<file path="src/rtl/mul_share_arbiter.sv">
// Two-requester round-robin front end sharing one shift-add multiplier.
// Each accepted operand pair is multiplied over WIDTH cycles. The product
// is then held in a response slot until the consumer takes it.
module mul_share_arbiter #(
  parameter int unsigned WIDTH = 4
) (
  input  logic               clk,
  input  logic               rst,
  input  logic               req0_valid,
  input  logic [WIDTH-1:0]   req0_a,
  input  logic [WIDTH-1:0]   req0_b,
  output logic               req0_ready,
  input  logic               req1_valid,
  input  logic [WIDTH-1:0]   req1_a,
  input  logic [WIDTH-1:0]   req1_b,
  output logic               req1_ready,
  output logic               rsp_valid,
  output logic               rsp_id,
  output logic [2*WIDTH-1:0] rsp_result,
  input  logic               rsp_ready,
  output logic               busy
);

  localparam int unsigned RW = 2 * WIDTH;
  localparam int unsigned CW = (WIDTH > 1) ? $clog2(WIDTH) : 1;
  localparam logic [CW-1:0] LAST_BIT = CW'(WIDTH - 1);

  typedef enum logic [1:0] {
    IDLE = 2'd0,
    MUL  = 2'd1,
    RESP = 2'd2
  } state_t;

  state_t            state;
  logic              ptr;
  logic [WIDTH-1:0]  op_a;
  logic [WIDTH-1:0]  op_b;
  logic              op_id;
  logic [RW-1:0]     acc;
  logic [CW-1:0]     cnt;

  logic              grant1;
  logic [RW-1:0]     partial;
  logic [RW-1:0]     acc_next;

  // Arbitration: the pointer only matters when both requesters are valid.
  always_comb begin
    grant1     = req1_valid && (!req0_valid || ptr);
    req0_ready = (state == IDLE) && req0_valid && !grant1;
    req1_ready = (state == IDLE) && grant1;
  end

  // One shift-add step: add a shifted copy of a when the current bit of b is set.
  always_comb begin
    partial  = '0;
    if (op_b[cnt]) begin
      partial = RW'(op_a) << cnt;
    end
    acc_next = acc + partial;
  end

  // Control FSM with the shared datapath and registered response outputs.
  always_ff @(posedge clk) begin
    if (rst) begin
      state      <= IDLE;
      ptr        <= 1'b0;
      op_a       <= '0;
      op_b       <= '0;
      op_id      <= 1'b0;
      acc        <= '0;
      cnt        <= '0;
      rsp_valid  <= 1'b0;
      rsp_id     <= 1'b0;
      rsp_result <= '0;
      busy       <= 1'b0;
    end else begin
      case (state)
        IDLE: begin
          if (req0_ready || req1_ready) begin
            op_a  <= req1_ready ? req1_a : req0_a;
            op_b  <= req1_ready ? req1_b : req0_b;
            op_id <= req1_ready;
            ptr   <= !req1_ready;
            acc   <= '0;
            cnt   <= '0;
            busy  <= 1'b1;
            state <= MUL;
          end
        end
        MUL: begin
          acc <= acc_next;
          cnt <= cnt + CW'(1);
          if (cnt == LAST_BIT) begin
            rsp_valid  <= 1'b1;
            rsp_result <= acc_next;
            rsp_id     <= op_id;
            state      <= RESP;
          end
        end
        RESP: begin
          if (rsp_ready) begin
            rsp_valid <= 1'b0;
            busy      <= 1'b0;
            state     <= IDLE;
          end
        end
        default: begin
          rsp_valid <= 1'b0;
          busy      <= 1'b0;
          state     <= IDLE;
        end
      endcase
    end
  end

endmodule

</file>
<file path="config.mk">
export PLATFORM = sky130hd
export DESIGN_NAME = mul_share_arbiter
export DESIGN_NICKNAME = d
export VERILOG_FILES = /design/src/rtl/mul_share_arbiter.sv
export SDC_FILE = /design/constraint.sdc
export NUM_CORES = 1
export LEC_CHECK = 0
export BUFFER_PORTS_ARGS = -buffer_cell sky130_fd_sc_hd__buf_2
export CAP_MARGIN = 20
export CORE_MARGIN = 3
export CORE_UTILIZATION = 23
export CTS_BUF_LIST = sky130_fd_sc_hd__clkbuf_2
export DETAILED_ROUTE_END_ITERATION = 8
export PLACE_DENSITY = 0.39
export SYNTH_ARGS = -nofsm -noshare
export SYNTH_HDL_FRONTEND = slang
export SYNTH_SLANG_ARGS = --single-unit
</file>
<file path="constraint.sdc">
create_clock -name clk -period 3.1 [get_ports clk]
set_input_delay 0.155 -clock clk [delete_from_list [all_inputs] [get_ports clk]]
set_output_delay 0.155 -clock clk [all_outputs]
set_load 0.01 [all_outputs]
</file>
==> flow_results.xml, run 1 <==
<?xml version="1.0" encoding="UTF-8"?>
<metrics>
  <group name="outcome">
    <metric name="status" unit="">completed</metric>
  </group>
  <group name="routing">
    <metric name="routed-wl-met2" unit="um">2000</metric>
    <metric name="via_per_inst" unit="">4.63</metric>
    <metric name="met3_wirelength" unit="um">224</metric>
    <metric name="drcViolationCount" unit="">0</metric>
    <metric name="wl_met1" unit="um">2390</metric>
    <metric name="route.detailed.wl_per_inst" unit="um">13.5</metric>
    <metric name="vias" unit="">1598</metric>
    <metric name="1st_pass_router_iterations" unit="">4</metric>
    <metric name="dr.max_layer_used" unit="">met4</metric>
    <metric name="number_of_routed_nets_with_antenna_violations" unit="">0</metric>
    <metric name="routed_wl" unit="um">4650</metric>
    <metric name="dr.first_iter.drc_count" unit="">55</metric>
  </group>
  <group name="floorplan">
    <metric name="coreArea" unit="sq um">7450</metric>
    <metric name="chipWidth" unit="um">94.5</metric>
    <metric name="boundaryPins" unit="">34</metric>
    <metric name="core.rowCount" unit="">31</metric>
    <metric name="starting_utilization_of_the_core_area" unit="%">24.2</metric>
    <metric name="die_area" unit="sq um">8940</metric>
    <metric name="fp.dieH" unit="um">94.5</metric>
  </group>
  <group name="timing">
    <metric name="setup_viol" unit="">0</metric>
    <metric name="final.setup_skew" unit="ps">22.6</metric>
    <metric name="max-slew-margin-rel" unit="%">54.1</metric>
    <metric name="slew_viol_final" unit="">0</metric>
    <metric name="grt_setup_unrepaired" unit="">no</metric>
    <metric name="timing.final.hold_violations" unit="">0</metric>
    <metric name="setup_total_negative_slack" unit="ps">0</metric>
    <metric name="period_needed" unit="ps">2660</metric>
    <metric name="worst_pin_slew" unit="ps">689</metric>
    <metric name="fmax" unit="MHz">376</metric>
    <metric name="period_share" unit="%">85.8</metric>
  </group>
  <group name="worst_hold_path">
    <metric name="worst_hold_path_type" unit="">in2reg</metric>
    <metric name="worst_hold_startpoint" unit="">req1_a[1]</metric>
  </group>
  <group name="power">
    <metric name="comb_power_share" unit="%">13.7</metric>
    <metric name="vdd_drop_max" unit="mV">0.157</metric>
    <metric name="switching_power_share_of_the_total" unit="%">29.6</metric>
    <metric name="internal_power" unit="uW">547</metric>
    <metric name="power.share.clock" unit="%">27.1</metric>
    <metric name="sequentialPowerShare" unit="%">59.1</metric>
    <metric name="power_leakage" unit="uW">0.000900</metric>
    <metric name="pwr_density_cell" unit="nW/um^2">367</metric>
    <metric name="switchingPower" unit="uW">230</metric>
  </group>
  <group name="logic_synthesis">
    <metric name="avgSynthCellArea" unit="sq um">8.50</metric>
    <metric name="syn_nets" unit="">242</metric>
    <metric name="synth.top_cell.area_share" unit="%">36.6</metric>
    <metric name="yosys_register_bits" unit="">33</metric>
    <metric name="asyncSetResetFlopFracSynth" unit="%">0</metric>
    <metric name="post_synth_num_cell_types" unit="">43</metric>
    <metric name="synth-main-ff-cell" unit="">dfxtp_1</metric>
    <metric name="synth_edf_count" unit="">0</metric>
    <metric name="synthesis.instances" unit="">212</metric>
    <metric name="synth.cell_area" unit="sq um">1800</metric>
    <metric name="synth_area_leader_cell" unit="">dfxtp_1</metric>
    <metric name="ys_warn_count" unit="">0</metric>
    <metric name="synthTopCellsByArea" unit="">dfxtp_1 37%, ha_1 5.6%, nor2_1 5.4%</metric>
    <metric name="synth_sequential_area_ratio" unit="%">36.6</metric>
  </group>
  <group name="global_route">
    <metric name="vias_in_the_first_global_route" unit="">1565</metric>
    <metric name="grt-ovfl-total" unit="">0</metric>
    <metric name="antenna_found_initial" unit="">0</metric>
    <metric name="grt_first_pass_wirelength" unit="um">7700</metric>
    <metric name="groute.usage.overall" unit="%">11.2</metric>
    <metric name="grt_max_degree" unit="">39</metric>
  </group>
  <group name="worst_setup_path">
    <metric name="worst-endpoint-required" unit="ps">3410</metric>
    <metric name="critical_path_arrival" unit="ps">2970</metric>
    <metric name="timing.setup.critical_path_class" unit="">reg2reg</metric>
    <metric name="crit_path_start" unit="">cnt[0]</metric>
    <metric name="origin_of_the_critical_flop_to_flop_path" unit="">cnt[0]</metric>
    <metric name="crit_path_start_kind" unit="">flop</metric>
    <metric name="critical_path_peak_fanout" unit="">11</metric>
    <metric name="critical_path.endpoint_type" unit="">flop</metric>
  </group>
  <group name="clocking">
    <metric name="clk_pin_slew_worst_paths" unit="ps">180</metric>
    <metric name="cts_root_buf" unit="">clkbuf_2</metric>
    <metric name="cts_buffers" unit="">5</metric>
    <metric name="total_clock_sinks" unit="">33</metric>
    <metric name="cts.path.max_buffers" unit="">2</metric>
    <metric name="cts_tree" unit="">done</metric>
    <metric name="clock_insertion_delay_at_the_later_pin_of_the_skew_report" unit="ps">380</metric>
    <metric name="clock_tree.htree_level_count" unit="">2</metric>
  </group>
  <group name="finish">
    <metric name="antenna-diode-count" unit="">0</metric>
    <metric name="proportion_of_layout_cells_with_a_drive_suffix_above_1" unit="%">20.7</metric>
    <metric name="mostFrequentLayoutCells" unit="">33 x dfxtp_1, 33 x buf_2, 26 x nor2_1</metric>
    <metric name="post_layout_nonfiller_instances" unit="">345</metric>
    <metric name="finish.instance_area" unit="sq um">2120</metric>
    <metric name="synthToLayoutAreaGrowth" unit="%">17.6</metric>
    <metric name="fin_nets" unit="">275</metric>
    <metric name="post_route_utilization" unit="%">28.5</metric>
  </group>
  <group name="placed_design">
    <metric name="place.gp.congestion" unit="">0.760</metric>
    <metric name="portBuffers" unit="">33</metric>
    <metric name="numPlacedInstances" unit="">334</metric>
    <metric name="placed_cell_area" unit="sq um">2050</metric>
    <metric name="dp_hpwl" unit="um">3350</metric>
  </group>
  <group name="flow_run">
    <metric name="drv_cap" unit="">0</metric>
  </group>
</metrics>
-- cell families after synthesis --
family	count (synthesis)	synth area share (%)
simple gates	89	24.2
mux	9	5.76
flops	33	36.6
xor+xnor	1	0.486
compound gates	56	22.3
fa+ha+maj	9	6.66
buf+inv	15	3.96
-- final timing paths --
path                                 to  slack [ps]  depth (start not counted)
worst max-delay path             acc[6]         440                          7
worst min-delay path            op_a[1]          50                          3
worst max register to register   acc[6]         440                          7
worst min register to register   rsp_id         460                          2
-- per-stage QoR --
stage | setup slack (ps) | hold WS, ps | power [uW]
2_1_floorplan | 703 | 291 | 536
3_3_place_gp | 490 | 417 | 574
3_5_place_dp | 460 | 417 | 574
4_1_cts | 430 | 0.718 | 790
5_1_grt | 163 | 3.01 | 832
6_report | 439 | 49.1 | 778
-- cell type report --
cell class | instances | area, sq um
clock inverter | 2 | 10.0
multi-input combinational | 164 | 1070
tap | 99 | 124
timing repair buffer | 39 | 218
clock buffer | 6 | 30.0
fill | 865 | 5330
sequential | 33 | 661
inverter | 2 | 7.51
-- worst max-delay path: stages, from the launching register on --
cell and delay [ps]:
dfxtp_1 550, mux4_2 570, and2_1 160, ha_1 340
a211o_1 360, a2111oi_2 310, nor3b_1 120, o31ai_1 180
-- sequential cells by signal, summed over array words and instances, names as in the netlist --
name / count
ptr: 1
state: 2
acc: 8
op_id: 1
busy: 1
rsp_valid: 1
cnt: 2
op_a: 4
rsp_id: 1
op_b: 4
rsp_result: 8
-- synth_stat cells (2+ instances only) --
cell / count
dfxtp_1: 33
nor2_1: 26
nand2_1: 25
a21oi_1: 16
ha_1: 8
a211oi_1: 7
mux2i_1: 7
buf_2: 6
nand2b_1: 6
nand3_1: 6
nand3b_1: 6
and2_1: 5
clkbuf_1: 5
o21ai_0: 5
a22oi_1: 4
o311ai_0: 4
a211o_1: 3
a32oi_1: 3
nor3_1: 3
nor3b_1: 3
a21o_1: 2
buf_4: 2
inv_1: 2
nand4_1: 2
nand4b_1: 2
nor2b_1: 2
o31ai_1: 2
or2_2: 2
-- power groups by stage --
stage | Clock (uW) | Sequential, uW | Combinational, uW
3_5_place_dp | 0 | 469 | 105
5_1_grt | 248 | 464 | 120
4_1_cts | 224 | 460 | 106
6_report | 211 | 460 | 107
3_3_place_gp | 0 | 470 | 105
2_1_floorplan | 0 | 461 | 75.0
-- layer usage --
layer  GRT usage [%]  vias to the layer above
li1                -                      838
met1            15.6                      719
met2            17.0                       36
met3            2.71                        5
met4            3.25                        0
met5               0                        -
-- timing repair --
action | in CTS | in global routing
hold endpoints to repair | 1 | 2
buffers inserted | 0 | 0
hold buffers | 1 | 2
gates resized for setup | 0 | 0
setup endpoints to repair | 0 | 0
Note: power is estimated with default switching activity, not from simulation.
==> run 2: changes to the inputs <==
--- a/config.mk
+++ b/config.mk
@@ -9,9 +9,9 @@
 export CAP_MARGIN = 20
 export CORE_MARGIN = 3
 export CORE_UTILIZATION = 23
-export CTS_BUF_LIST = sky130_fd_sc_hd__clkbuf_2
+export CTS_BUF_LIST = sky130_fd_sc_hd__clkbuf_4
 export DETAILED_ROUTE_END_ITERATION = 8
-export PLACE_DENSITY = 0.39
+export PLACE_DENSITY = 0.47
 export SYNTH_ARGS = -nofsm -noshare
 export SYNTH_HDL_FRONTEND = slang
 export SYNTH_SLANG_ARGS = --single-unit
==> flow_results.xml, run 2 (synthesis gave the netlist of run 1 again) <==
<?xml version="1.0" encoding="UTF-8"?>
<metrics>
  <group name="outcome">
    <metric name="status" unit="">completed</metric>
  </group>
  <group name="worst_setup_path">
    <metric name="critical_path_peak_fanout" unit="">11</metric>
    <metric name="worst_r2r_path_depth" unit="">7</metric>
    <metric name="crit_path_start_kind" unit="">flop</metric>
    <metric name="worstPathBufferInverterCount" unit="">0</metric>
    <metric name="critical_path.endpoint_type" unit="">flop</metric>
    <metric name="max_stage_delay" unit="ps">550</metric>
    <metric name="timing.setup.critical_path_class" unit="">reg2reg</metric>
    <metric name="critical_path_cell_sequence" unit="">mux4_2 -&gt; and2_1 -&gt; ha_1 -&gt; a211o_1 -&gt; a2111oi_2 -&gt; nor3b_1 -&gt; o31ai_1</metric>
    <metric name="worst-path-stages" unit="">7</metric>
    <metric name="crit_slowest_cell" unit="">dfxtp_1</metric>
    <metric name="path_delay_family" unit="">compound AO/OA/AOI/OAI gates</metric>
    <metric name="critical_path_arrival" unit="ps">2750</metric>
    <metric name="worst-endpoint-required" unit="ps">3350</metric>
  </group>
  <group name="finish">
    <metric name="proportion_of_layout_cells_with_a_drive_suffix_above_1" unit="%">20.6</metric>
    <metric name="fin_nets" unit="">272</metric>
    <metric name="antenna-diode-count" unit="">0</metric>
    <metric name="synthToLayoutAreaGrowth" unit="%">18.1</metric>
    <metric name="post_layout_nonfiller_instances" unit="">342</metric>
    <metric name="largest_registers" unit="">acc (8), rsp_result (8)</metric>
    <metric name="mostFrequentLayoutCells" unit="">33 x dfxtp_1, 33 x buf_2, 26 x nor2_1</metric>
  </group>
  <group name="routing">
    <metric name="1st_pass_router_iterations" unit="">4</metric>
    <metric name="dr.first_iter.drc_count" unit="">53</metric>
    <metric name="route.detailed.wl_per_inst" unit="um">12.8</metric>
    <metric name="number_of_routed_nets_with_antenna_violations" unit="">0</metric>
    <metric name="routed_wl" unit="um">4370</metric>
    <metric name="vias" unit="">1589</metric>
    <metric name="via_per_inst" unit="">4.65</metric>
    <metric name="drcViolationCount" unit="">0</metric>
  </group>
  <group name="global_route">
    <metric name="antenna_found_initial" unit="">0</metric>
    <metric name="groute.usage.overall" unit="%">10.2</metric>
    <metric name="grt_max_degree" unit="">39</metric>
    <metric name="grt-ovfl-total" unit="">0</metric>
    <metric name="grt_first_pass_wirelength" unit="um">7260</metric>
    <metric name="vias_in_the_first_global_route" unit="">1512</metric>
  </group>
  <group name="floorplan">
    <metric name="chipWidth" unit="um">94.5</metric>
    <metric name="boundaryPins" unit="">34</metric>
    <metric name="die_area" unit="sq um">8940</metric>
    <metric name="core.rowCount" unit="">31</metric>
    <metric name="starting_utilization_of_the_core_area" unit="%">24.2</metric>
    <metric name="coreArea" unit="sq um">7450</metric>
    <metric name="fp.dieH" unit="um">94.5</metric>
  </group>
  <group name="timing">
    <metric name="period_share" unit="%">80.5</metric>
    <metric name="max-slew-margin-rel" unit="%">54.4</metric>
    <metric name="slew_viol_final" unit="">0</metric>
    <metric name="worst_pin_slew" unit="ps">685</metric>
    <metric name="fmax" unit="MHz">401</metric>
    <metric name="timing.final.hold_violations" unit="">0</metric>
    <metric name="period_needed" unit="ps">2490</metric>
    <metric name="final.setup_skew" unit="ps">11.2</metric>
    <metric name="setup_total_negative_slack" unit="ps">0</metric>
    <metric name="setup_viol" unit="">0</metric>
    <metric name="grt_setup_unrepaired" unit="">no</metric>
  </group>
  <group name="clocking">
    <metric name="cts_hold_buffers" unit="">0</metric>
    <metric name="cts_resized" unit="">0</metric>
    <metric name="clock_insertion_delay_at_the_later_pin_of_the_skew_report" unit="ps">340</metric>
    <metric name="total_clock_sinks" unit="">33</metric>
    <metric name="cts_buffers" unit="">5</metric>
    <metric name="clk_pin_slew_worst_paths" unit="ps">100</metric>
    <metric name="cts_root_buf" unit="">clkbuf_4</metric>
    <metric name="clock_tree.htree_level_count" unit="">2</metric>
    <metric name="postCtsSetupBuffers" unit="">0</metric>
    <metric name="cts_tree" unit="">done</metric>
    <metric name="cts.path.max_buffers" unit="">2</metric>
  </group>
  <group name="flow_run">
    <metric name="drv_cap" unit="">0</metric>
  </group>
  <group name="worst_hold_path">
    <metric name="min_path_cells" unit="">3</metric>
    <metric name="worst_hold_path_type" unit="">in2reg</metric>
  </group>
  <group name="placed_design">
    <metric name="place.gp.congestion" unit="">0.770</metric>
    <metric name="portBuffers" unit="">33</metric>
    <metric name="dp_hpwl" unit="um">3240</metric>
    <metric name="numPlacedInstances" unit="">334</metric>
  </group>
  <group name="power">
    <metric name="power_leakage" unit="uW">0.000898</metric>
    <metric name="pwr_density_cell" unit="nW/um^2">417</metric>
    <metric name="vdd_drop_max" unit="mV">0.177</metric>
  </group>
</metrics>
-- run 2: cell count changes in the layout (fill, tap and decap cells not counted) --
cell / before / now
clkbuf_2: 6 / 0
clkinv_2: 2 / 0
dlygate4sd3_1: 3 / 0
clkbuf_4: 0 / 6
bufinv_16: 0 / 1
clkinv_1: 0 / 1
-- run 2: worst paths after layout --
check / from / to / slack [ps]
max reg2reg: cnt[1] / acc[6] / 610
min reg2reg: rsp_result[4] / rsp_result[4] / 460
max: cnt[1] / acc[6] / 610
min: req1_b[3] / op_b[3] / 60
-- run 2: per-stage QoR --
step	utilization (%)	instance area [sq um]	total power (uW)	hold slack [ps]	setup WS, ps
2_1_floorplan	-	1800	536	291	703
3_3_place_gp	27.5	2050	571	408	655
3_5_place_dp	27.5	2050	572	415	598
4_1_cts	28.6	2130	907	49.6	592
5_1_grt	28.6	2130	932	66.6	355
6_report	28.6	2130	889	64.2	605
-- run 2: power breakdown --
group,switching (uW),internal (uW),leakage (uW)
clock,150,177,0.0000433
sequential,17.8,440,0.000269
combinational,56.6,47.0,0.000586
total,225,664,0.000898
-- run 2: metal layers --
metal	vias up	global-route usage, %	wire length, um
met1	708	14.3	2270
met4	0	2.28	23
met2	42	15.5	1830
met3	5	2.87	241
li1	834	-	-
met5	-	0	0
-- run 2: final cells by class --
type	count	area [sq um]
tap	99	124
fill	847	5320
inverter	2	7.51
sequential	33	661
clock inverter	2	33.8
clock buffer	6	45.0
multi-input combinational	164	1070
timing repair buffer	36	188
-- run 2: worst min-delay path: stages --
cell and delay (ps):
buf_2 100, nand2_1 50, a21oi_1 50
==> run 3: changes to the inputs <==
--- a/config.mk
+++ b/config.mk
@@ -11,7 +11,7 @@
 export CORE_UTILIZATION = 23
 export CTS_BUF_LIST = sky130_fd_sc_hd__clkbuf_4
 export DETAILED_ROUTE_END_ITERATION = 8
-export PLACE_DENSITY = 0.47
+export PLACE_DENSITY = 0.48
 export SYNTH_ARGS = -nofsm -noshare
 export SYNTH_HDL_FRONTEND = slang
 export SYNTH_SLANG_ARGS = --single-unit
==> constraint.sdc (replaced) <==
create_clock -name clk -period 2.17 [get_ports clk]
set_input_delay 0.1085 -clock clk [delete_from_list [all_inputs] [get_ports clk]]
set_output_delay 0.1085 -clock clk [all_outputs]
set_load 0.01 [all_outputs]
==> flow_results.xml, run 3 (synthesis gave the netlist of run 1 again) <==
<?xml version="1.0" encoding="UTF-8"?>
<metrics>
  <group name="outcome">
    <metric name="status" unit="">complete, but fails checks</metric>
    <metric name="violations" unit="">negative setup slack</metric>
  </group>
  <group name="timing">
    <metric name="setup_viol" unit="">4</metric>
    <metric name="fin_hold_ws" unit="ps">31.1</metric>
    <metric name="grt_setup_unrepaired" unit="">yes</metric>
    <metric name="period_needed" unit="ps">2350</metric>
    <metric name="setup_total_negative_slack" unit="ps">-473</metric>
    <metric name="max-slew-margin-rel" unit="%">70.6</metric>
    <metric name="period_share" unit="%">108</metric>
    <metric name="final.setup_skew" unit="ps">21.7</metric>
    <metric name="worst_pin_slew" unit="ps">440</metric>
    <metric name="fmax" unit="MHz">425</metric>
    <metric name="slew_viol_final" unit="">0</metric>
    <metric name="timing.final.hold_violations" unit="">0</metric>
    <metric name="postLayoutSetupSlackWorst" unit="ps">-182</metric>
  </group>
  <group name="clocking">
    <metric name="cts_root_buf" unit="">clkbuf_4</metric>
    <metric name="cts_tree" unit="">done</metric>
    <metric name="cts.path.max_buffers" unit="">2</metric>
    <metric name="clock_tree.htree_level_count" unit="">2</metric>
    <metric name="cts_buffers" unit="">5</metric>
    <metric name="total_clock_sinks" unit="">33</metric>
    <metric name="clk_pin_slew_worst_paths" unit="ps">120</metric>
    <metric name="clock_insertion_delay_at_the_later_pin_of_the_skew_report" unit="ps">340</metric>
  </group>
  <group name="worst_setup_path">
    <metric name="regToRegEndpoint" unit="">rsp_result[6]</metric>
    <metric name="reg2reg_slack" unit="ps">-180</metric>
    <metric name="timing.setup.critical_path_class" unit="">reg2reg</metric>
    <metric name="critical_path_arrival" unit="ps">2620</metric>
    <metric name="worst_r2r_path_depth" unit="">7</metric>
    <metric name="crit_path_start" unit="">cnt[0]</metric>
    <metric name="origin_of_the_critical_flop_to_flop_path" unit="">cnt[0]</metric>
    <metric name="worst-endpoint-required" unit="ps">2440</metric>
    <metric name="critical_path_peak_fanout" unit="">4</metric>
    <metric name="critical_path.endpoint_type" unit="">flop</metric>
    <metric name="crit_path_start_kind" unit="">flop</metric>
  </group>
  <group name="floorplan">
    <metric name="boundaryPins" unit="">34</metric>
    <metric name="die_area" unit="sq um">8940</metric>
    <metric name="fp.dieH" unit="um">94.5</metric>
    <metric name="core.rowCount" unit="">31</metric>
    <metric name="starting_utilization_of_the_core_area" unit="%">24.2</metric>
    <metric name="coreArea" unit="sq um">7450</metric>
    <metric name="chipWidth" unit="um">94.5</metric>
  </group>
  <group name="finish">
    <metric name="fin_nets" unit="">297</metric>
    <metric name="antenna-diode-count" unit="">0</metric>
    <metric name="proportion_of_layout_cells_with_a_drive_suffix_above_1" unit="%">34.0</metric>
    <metric name="largest_registers" unit="">acc (8), rsp_result (8)</metric>
    <metric name="mostFrequentLayoutCells" unit="">33 x buf_2, 31 x dfxtp_1, 26 x buf_4</metric>
    <metric name="final_common_cell" unit="">buf_2</metric>
    <metric name="synthToLayoutAreaGrowth" unit="%">34.7</metric>
    <metric name="finish.instance_area" unit="sq um">2430</metric>
  </group>
  <group name="power">
    <metric name="vdd_drop_max" unit="mV">0.227</metric>
    <metric name="pwr_density_cell" unit="nW/um^2">539</metric>
    <metric name="power_leakage" unit="uW">0.00103</metric>
    <metric name="design_power_total" unit="uW">1310</metric>
  </group>
  <group name="global_route">
    <metric name="grt-ovfl-total" unit="">0</metric>
    <metric name="groute.usage.overall" unit="%">11.3</metric>
    <metric name="antenna_found_initial" unit="">0</metric>
    <metric name="vias_in_the_first_global_route" unit="">1673</metric>
    <metric name="grt_max_degree" unit="">24</metric>
    <metric name="grt_first_pass_wirelength" unit="um">8070</metric>
  </group>
  <group name="placed_design">
    <metric name="placement.setup.worst_slack" unit="ps">-130</metric>
    <metric name="dp_hpwl" unit="um">3460</metric>
    <metric name="placed_cell_area" unit="sq um">2230</metric>
    <metric name="portBuffers" unit="">33</metric>
    <metric name="place.gp.congestion" unit="">0.798</metric>
  </group>
  <group name="routing">
    <metric name="routed_wl" unit="um">4780</metric>
    <metric name="via_per_inst" unit="">4.63</metric>
    <metric name="drcViolationCount" unit="">0</metric>
    <metric name="1st_pass_router_iterations" unit="">4</metric>
    <metric name="number_of_routed_nets_with_antenna_violations" unit="">0</metric>
    <metric name="vias" unit="">1701</metric>
    <metric name="route.detailed.wl_per_inst" unit="um">13.0</metric>
    <metric name="dr.first_iter.drc_count" unit="">44</metric>
  </group>
  <group name="worst_hold_path">
    <metric name="worst_hold_path_type" unit="">in2reg</metric>
    <metric name="worst_hold_startpoint" unit="">req0_b[1]</metric>
    <metric name="min_path_cells" unit="">3</metric>
    <metric name="min_delay_worst_endpoint" unit="">op_b[1]</metric>
  </group>
  <group name="flow_run">
    <metric name="drv_cap" unit="">0</metric>
  </group>
</metrics>
[run 3: cell types whose count changed in the layout (fill, tap and decap cells not counted), sizes merged]
cell,delta
dlygate4sd3,+1
buf,+24
[run 3: layout make-up]
class / count / area (sq um)
clock inverter: 2 / 35.0
clock buffer: 6 / 45.0
timing repair buffer: 61 / 382
fill: 807 / 5020
inverter: 2 / 7.51
multi-input combinational: 164 / 1170
tap: 99 / 124
sequential: 33 / 666
[run 3: what timing repair did]
| action | CTS | global route |
|---|---|---|
| hold buffers | 1 | 0 |
| setup buffers | 2 | 2 |
| endpoints found under the setup margin | 8 | 10 |
| hold endpoints to repair | 1 | 0 |
| resized for setup | 13 | 6 |
| pin swaps | 2 | 6 |
[run 3: critical path, stage by stage (launching register included)]
cell and delay, ps:
dfxtp_4 380, mux4_2 510, and2_4 160, ha_4 220, a211o_4 350, a2111oi_4 350, nor3b_2 100, o31ai_1 220
[run 3: stage by stage]
step | std cells | utilization, %
CTS | 365 | 32.0
global route | 367 | 32.6
detailed placement | 354 | 30.0
floorplan | 212 | -
finish | 367 | 32.6
global placement | 354 | 30.0
[run 3: how the worst max path moves through the flow]
stage	endpoint	slack, ps
final	rsp_result[6]	-180
after CTS	rsp_result[6]	-110
after floorplan	rsp_result[6]	0.8
after detailed placement	acc[6]	-130
after global routing	acc[6]	-320
after global placement	rsp_result[6]	-60
[run 3: power breakdown]
part | internal, uW | switching (uW) | total (uW) | leakage, uW
combinational | 90.8 | 90.2 | 181 | 0.000713
sequential | 629 | 24.3 | 653 | 0.000270
clock | 254 | 222 | 476 | 0.0000456
[run 3: routing by layer]
metal | track usage [%] | vias up | share of wire [%]
met1 | 15.8 | 769 | 50
met3 | 3.43 | 4 | 5.7
li1 | - | 882 | -
met4 | 3.13 | 0 | 0.84
met2 | 16.7 | 46 | 44
met5 | 0 | - | 0
